<file path="config.mk">
export PLATFORM = sky130hd
export DESIGN_NAME = sobel_window_fetch_flat
export DESIGN_NICKNAME = d
export VERILOG_FILES = /design/src/rtl/sobel_window_fetch_pkg.sv /design/src/rtl/sobel_window_fetch_if.sv /design/src/rtl/sobel_window_fetch_addr_gen.sv /design/src/rtl/sobel_window_fetch.sv /design/src/flat_wrapper.sv
export SDC_FILE = /design/constraint.sdc
export NUM_CORES = 1
export LEC_CHECK = 0
export BUFFER_PORTS_ARGS = -buffer_cell sky130_fd_sc_hd__buf_4
export CORE_MARGIN = 8
export CORE_UTILIZATION = 45
export CTS_BUF_LIST = sky130_fd_sc_hd__clkbuf_8
export DETAILED_ROUTE_END_ITERATION = 6
export PLACE_DENSITY = 0.69
export SYNTH_ARGS = -nofsm -noshare
export SYNTH_HDL_FRONTEND = slang
export SYNTH_HIERARCHICAL = 1
export SYNTH_SLANG_ARGS = --single-unit
</file>
<file path="constraint.sdc">
create_clock -name clk -period 6.35 [get_ports clk]
set_clock_uncertainty 0.1 [all_clocks]
set_input_delay 0 -clock clk [delete_from_list [all_inputs] [get_ports clk]]
set_output_delay 0 -clock clk [all_outputs]
set_load 0.05 [all_outputs]
</file>
<file path="src/rtl/sobel_window_fetch_pkg.sv">
// Shared types and constants for the Sobel 3x3 window fetcher.
package sobel_pkg;

  typedef enum logic [2:0] {
    IDLE,
    REQ,
    NEXT,
    DONE,
    SHIFT,
    SDONE
  } fetch_state_t;

  localparam int unsigned WIN_DIM  = 3;
  localparam int unsigned FULL_CNT = 9;
  localparam int unsigned COL_CNT  = 3;

endpackage

</file>
<file path="src/rtl/sobel_window_fetch_if.sv">
// Request/valid image-memory read port used by the window fetcher.
interface sobel_window_fetch_if #(
   parameter int unsigned PIX_W  = 8,
   parameter int unsigned ADDR_W = 16
) ();

   logic              mem_read;
   logic [ADDR_W-1:0] mem_addr;
   logic [PIX_W-1:0]  mem_rdata;
   logic              mem_valid;

   modport master (output mem_read, output mem_addr, input mem_rdata, input mem_valid);
   modport slave  (input mem_read, input mem_addr, output mem_rdata, output mem_valid);

endinterface

</file>
<file path="src/rtl/sobel_window_fetch_addr_gen.sv">
// Pixel address generator: rowbase + row*IMG_W + col + col_off, wrapping at 2^ADDR_W.
module sobel_addr_gen #(
   parameter int unsigned ADDR_W = 16,
   parameter int unsigned IMG_W  = 64
) (
   input  logic [ADDR_W-1:0] rowbase,
   input  logic [ADDR_W-1:0] col,
   input  logic [1:0]        row_off,
   input  logic [1:0]        col_off,
   output logic [ADDR_W-1:0] addr
);

   localparam logic [ADDR_W-1:0] STRIDE = ADDR_W'(IMG_W);

   always_comb begin
      addr = rowbase + ADDR_W'(row_off) * STRIDE + col + ADDR_W'(col_off);
   end

endmodule

</file>
<file path="src/rtl/sobel_window_fetch.sv">
// Fetches and shifts a 3x3 pixel window for the Sobel gradient units.
module sobel_window_fetch
   import sobel_pkg::*;
#(
   parameter int unsigned PIX_W  = 8,
   parameter int unsigned ADDR_W = 16,
   parameter int unsigned IMG_W  = 64
) (
   input  logic                 clk,
   input  logic                 n_rst,
   input  logic                 start_9_read,
   input  logic                 start_i_read,
   input  logic                 start_shift,
   input  logic [ADDR_W-1:0]    base_addr,
   input  logic [ADDR_W-1:0]    win_row,
   input  logic [ADDR_W-1:0]    win_col,
   sobel_window_fetch_if.master mem,
   output logic [9*PIX_W-1:0]   window,
   output logic                 read_data_done,
   output logic                 shift_done,
   output logic                 busy
);

   localparam logic [ADDR_W-1:0] STRIDE = ADDR_W'(IMG_W);

   fetch_state_t      state_q, state_d;
   logic [ADDR_W-1:0] rowbase_q, rowbase_d;
   logic [ADDR_W-1:0] col_q, col_d;
   logic [3:0]        idx_q, idx_d;
   logic [3:0]        cnt_q, cnt_d;
   logic [1:0]        r_q, r_d;
   logic [1:0]        c_q, c_d;
   logic [PIX_W-1:0]  pix_q [9];
   logic [PIX_W-1:0]  pix_d [9];
   logic [3:0]        pix_idx;
   logic [ADDR_W-1:0] addr;

   assign pix_idx = 4'(r_q) * 4'(WIN_DIM) + 4'(c_q);

   sobel_addr_gen #(
      .ADDR_W (ADDR_W),
      .IMG_W  (IMG_W)
   ) u_addr_gen (
      .rowbase (rowbase_q),
      .col     (col_q),
      .row_off (r_q),
      .col_off (c_q),
      .addr    (addr)
   );

   always_comb begin
      state_d   = state_q;
      rowbase_d = rowbase_q;
      col_d     = col_q;
      idx_d     = idx_q;
      cnt_d     = cnt_q;
      r_d       = r_q;
      c_d       = c_q;
      pix_d     = pix_q;
      unique case (state_q)
         IDLE: begin
            if (start_9_read || (start_i_read && !start_shift)) begin
               rowbase_d = base_addr + win_row * STRIDE;
               col_d     = win_col;
               idx_d     = '0;
               r_d       = '0;
               // An incremental fetch pins the column offset to the rightmost column.
               c_d       = start_9_read ? 2'd0 : 2'(WIN_DIM - 1);
               cnt_d     = start_9_read ? 4'(FULL_CNT) : 4'(COL_CNT);
               state_d   = REQ;
            end else if (start_shift) begin
               state_d = SHIFT;
            end
         end
         REQ: begin
            if (mem.mem_valid) begin
               pix_d[pix_idx] = mem.mem_rdata;
               state_d        = NEXT;
            end
         end
         NEXT: begin
            idx_d = idx_q + 4'd1;
            if (idx_d == cnt_q) begin
               state_d = DONE;
            end else begin
               state_d = REQ;
               if (cnt_q == 4'(COL_CNT) || c_q == 2'(WIN_DIM - 1)) begin
                  r_d = r_q + 2'd1;
                  if (cnt_q != 4'(COL_CNT)) c_d = 2'd0;
               end else begin
                  c_d = c_q + 2'd1;
               end
            end
         end
         DONE:  state_d = IDLE;
         SHIFT: begin
            for (int r = 0; r < 3; r++) begin
               pix_d[r*3]   = pix_q[r*3+1];
               pix_d[r*3+1] = pix_q[r*3+2];
            end
            state_d = SDONE;
         end
         SDONE:   state_d = IDLE;
         default: state_d = IDLE;
      endcase
   end

   always_ff @(posedge clk or negedge n_rst) begin
      if (!n_rst) begin
         state_q   <= IDLE;
         rowbase_q <= '0;
         col_q     <= '0;
         idx_q     <= '0;
         cnt_q     <= '0;
         r_q       <= '0;
         c_q       <= '0;
         for (int i = 0; i < 9; i++) pix_q[i] <= '0;
      end else begin
         state_q   <= state_d;
         rowbase_q <= rowbase_d;
         col_q     <= col_d;
         idx_q     <= idx_d;
         cnt_q     <= cnt_d;
         r_q       <= r_d;
         c_q       <= c_d;
         for (int i = 0; i < 9; i++) pix_q[i] <= pix_d[i];
      end
   end

   always_comb begin
      for (int i = 0; i < 9; i++) window[i*PIX_W +: PIX_W] = pix_q[i];
   end

   assign mem.mem_read   = (state_q == REQ);
   assign mem.mem_addr   = addr;
   assign read_data_done = (state_q == DONE);
   assign shift_done     = (state_q == SDONE);
   assign busy           = (state_q != IDLE);

endmodule
</file>
<file path="src/flat_wrapper.sv">
// flat-port wrapper written by rule: the top's interface ports become plain ports
module sobel_window_fetch_flat import sobel_pkg::*;
#(
   parameter int unsigned PIX_W  = 8,
   parameter int unsigned ADDR_W = 16,
   parameter int unsigned IMG_W  = 64
)
  (clk, n_rst, start_9_read, start_i_read, start_shift, base_addr, win_row, win_col, window, read_data_done, shift_done, busy, mem_mem_read, mem_mem_addr, mem_mem_rdata, mem_mem_valid);
  sobel_window_fetch_if #(.PIX_W(PIX_W), .ADDR_W(ADDR_W)) mem_i ();
  input  logic clk;
  input  logic n_rst;
  input  logic start_9_read;
  input  logic start_i_read;
  input  logic start_shift;
  input  logic [ADDR_W-1:0] base_addr;
  input  logic [ADDR_W-1:0] win_row;
  input  logic [ADDR_W-1:0] win_col;
  output logic [9*PIX_W-1:0] window;
  output logic read_data_done;
  output logic shift_done;
  output logic busy;
  output wire logic [$bits(mem_i.mem_read)-1:0] mem_mem_read;
  output wire logic [$bits(mem_i.mem_addr)-1:0] mem_mem_addr;
  input wire logic [$bits(mem_i.mem_rdata)-1:0] mem_mem_rdata;
  input wire logic [$bits(mem_i.mem_valid)-1:0] mem_mem_valid;
  assign mem_mem_read = mem_i.mem_read;
  assign mem_mem_addr = mem_i.mem_addr;
  assign mem_i.mem_rdata = mem_mem_rdata;
  assign mem_i.mem_valid = mem_mem_valid;
  sobel_window_fetch #(.PIX_W(PIX_W), .ADDR_W(ADDR_W), .IMG_W(IMG_W)) u_core (.clk(clk), .n_rst(n_rst), .start_9_read(start_9_read), .start_i_read(start_i_read), .start_shift(start_shift), .base_addr(base_addr), .win_row(win_row), .win_col(win_col), .mem(mem_i), .window(window), .read_data_done(read_data_done), .shift_done(shift_done), .busy(busy));
endmodule
</file>
==> metrics.md <==
| Metric | Value |
|---|---|
| Final Max Tran Viols | `0` |
| Most frequent CP cell | `fa_1` |
| Hold depth | `4` |
| Worst hold-check path type | `in2reg` |
| Most frequent cells in the layout | `buf_4 (149), dfrtp_1 (118), dlygate4sd3_1 (56)` |
| FF-to-FF path depth | `8` |
| Clock sinks | `118` |
| Share of cells above drive strength 1 | `30.4%` |
| Syn_area_per_cell | `11.0 um2` |
| Cells taking the most area after synthesis | `dfrtp_1 (45%), mux2_2 (8.3%), ha_1 (7.5%)` |
| Critical path arrival | `3.53 ns` |
| Crit-path leading delay family | `adder cells` |
| Vias in the first global route | `5,521` |
| Post-Syn Instances | `593` |
| Die H | `137 um` |
| Grt ovf | `0` |
| Clock Latency Late Sink | `0.42 ns` |
| Initial Util | `45.6%` |
| # Post-CTS Setup Buffers | `0` |
| Via/cell ratio | `5.41` |
| Tmin final | `3.32 ns` |
| Antenna Cells | `0` |
| Area leader, netlist | `dfrtp_1` |
| Die width | `137 um` |
| Worst Tran Pin Value | `0.983 ns` |
| Rel. slew slack | `34.5%` |
| Num CTS Buffers | `17` |
| CP required | `6.56 ns` |
| WHS Endpoint | `u_core/rowbase_q[8]` |
| Vias | `5,340` |
| Fraction of registers with async set/reset | `100%` |
| Critical path's slowest cell | `fa_1` |
| Core area | `14,400 um2` |
| Mapped cell area | `6550 um2` |
| First-pass GRT wire length | `27,600 um` |
| Hpwl dp | `12,400 um` |
| Io pins | `154` |
| Yosys warns | `6` |
| Initial antenna violation count | `0` |
| Root Buffer | `clkbuf_8` |
| CTS tree | `built` |
| DR iter-0 viols | `440` |
| Placer Congestion | `0.861` |
| Synth cell types | `60` |
| Number of flops mapped to enable cells by yosys | `0` |
| Setup TNS | `0 ns` |
| Tcrit/Tclk final | `52.3%` |
| Maxcap violations | `0` |
| Final ANT Viol Nets | `0` |
| Status | `complete, no violations` |
| CTS H-tree depth | `4` |
| Commonest non-fill, non-tap cell in the layout | `buf_4` |
| Post-CTS sizing | `0` |
| Ys flop type | `dfrtp_1` |
| Reg2reg end | `u_core/window[63]` |
| Post-Layout Inst Area | `8730 um2` |
| Hold-fix buffers at CTS | `56` |
| Top cell type's share of synthesized area | `45.1%` |
| Hold Fails Final Rpt | `0` |
| Die area | `18,700 um2` |
| Seq/Total Area, Yosys | `45.1%` |
| Critical path's largest stage delay | `0.59 ns` |
| PortBufs | `147` |
| Routed len/inst | `17.1 um` |
| Total Wirelength | `16,900 um` |
| Worst R2R Setup Slack | `3.03 ns` |
| Rows | `44` |
| Crit path kind | `reg2reg` |
| Final setup vio count | `0` |
| Largest net degree at the start of global routing | `69` |
| Unrepaired setup endpoints after global routing | `no` |
| Reg2Reg Launch Point | `u_core/r_q[1]` |
| CP Capture Type | `flop` |
| Critical path cell sequence | `fa_1 -> ha_1 -> fa_1 -> nor2b_1 -> nand2_1 -> nor2_2 -> nor2_1 -> a21o_1` |
| Max FO, Critical Path | `9` |
| Post-route DRC | `0` |
| P&R area growth vs syn | `33.3%` |
| CP Launch Type | `flop` |
| Drt first pass iters | `5` |
| Max Freq | `301 MHz` |
| Worst path buffer plus inverter count | `0` |
| Clk buf depth | `2` |
| Placed cell areas | `7790 um2` |
| Post-synthesis net count | `702` |
| Final nets | `899` |
| HP Start | `base_addr[7]` |
| Total global-route track usage | `18.4%` |
| Synth Register Bits | `118` |
| CTS clock-pin slew for the worst setup and hold paths | `0.07 ns` |
[kinds of logic after synthesis]
kind of cell	count (synthesis)	synth area share (%)
AO/OA/AOI/OAI	174	19.4
XOR/XNOR	25	3.56
adder cells (fa/ha/maj)	47	9.90
buffers and inverters	55	3.36
flip-flops	118	45.1
multiplexers	51	8.72
AND/OR/NAND/NOR	123	9.92
[per-layer routing]
layer  track usage [%]  up-vias  wire length, um
met2              31.5      136             8620
met4              5.98        0              212
met5                 0        -                0
li1                  -     2556                -
met3              4.04       16              871
met1              22.7     2632             7180
[layout make-up]
type                       instances  area (um2)
clock buffer                      17         234
inverter                          28         105
sequential                       118        2950
multi-input combinational        420        3380
clock inverter                    15         145
fill                            1184        5640
timing repair buffer             205        1680
tap                              184         230
[state kept, by name, indices dropped and copies added, names as in the netlist]
name and flops:
u_core/c_q 2, u_core/window 72, u_core/rowbase_q 16, u_core/state_q 3
u_core/idx_q 4, u_core/r_q 2, u_core/col_q 16, u_core/cnt_q 3
[worst min-delay path, stage by stage]
cell and delay, ns:
buf_4 0.10, fa_1 0.23, xnor2_1 0.13, o21ai_0 0.06
[cell usage after synthesis, types with 8 or more instances]
library cell	instances
buf_2	11
ha_1	39
clkbuf_1	16
xnor2_1	11
a22oi_1	18
nor2_1	21
nand2_1	44
a21oi_1	16
fa_1	8
mux2_2	48
o21ai_0	32
dfrtp_1	118
a21o_1	38
xor2_1	13
a22o_1	32
nand3_1	14
inv_1	28
[through the flow]
step | util (%) | setup WS [ns] | hold WS, ns | cells
2_1_floorplan | - | 2.78 | -0.396 | 593
3_3_place_gp | 54.2 | 3.14 | -0.0358 | 899
3_5_place_dp | 54.2 | 3.04 | -0.0269 | 899
4_1_cts | 60.7 | 3.01 | 0.0147 | 987
5_1_grt | 60.7 | 2.84 | 0.0633 | 987
6_report | 60.7 | 3.03 | 0.0454 | 987
[worst max-delay path by stage]
stage | depth (start not counted) | to | from
floorplan | 6 | mem_mem_addr[10] | u_core/rowbase_q[1]
global placement | 8 | u_core/window[59] | u_core/r_q[1]
detailed placement | 8 | u_core/window[61] | u_core/r_q[1]
CTS | 10 | mem_mem_addr[15] | u_core/c_q[1]
global route | 10 | mem_mem_addr[15] | u_core/c_q[1]
finish | 8 | u_core/window[63] | u_core/r_q[1]
Power is left out: the tool's default activity adds up to more than one toggle a clock period on the data nets, which glitch-free logic cannot reach.
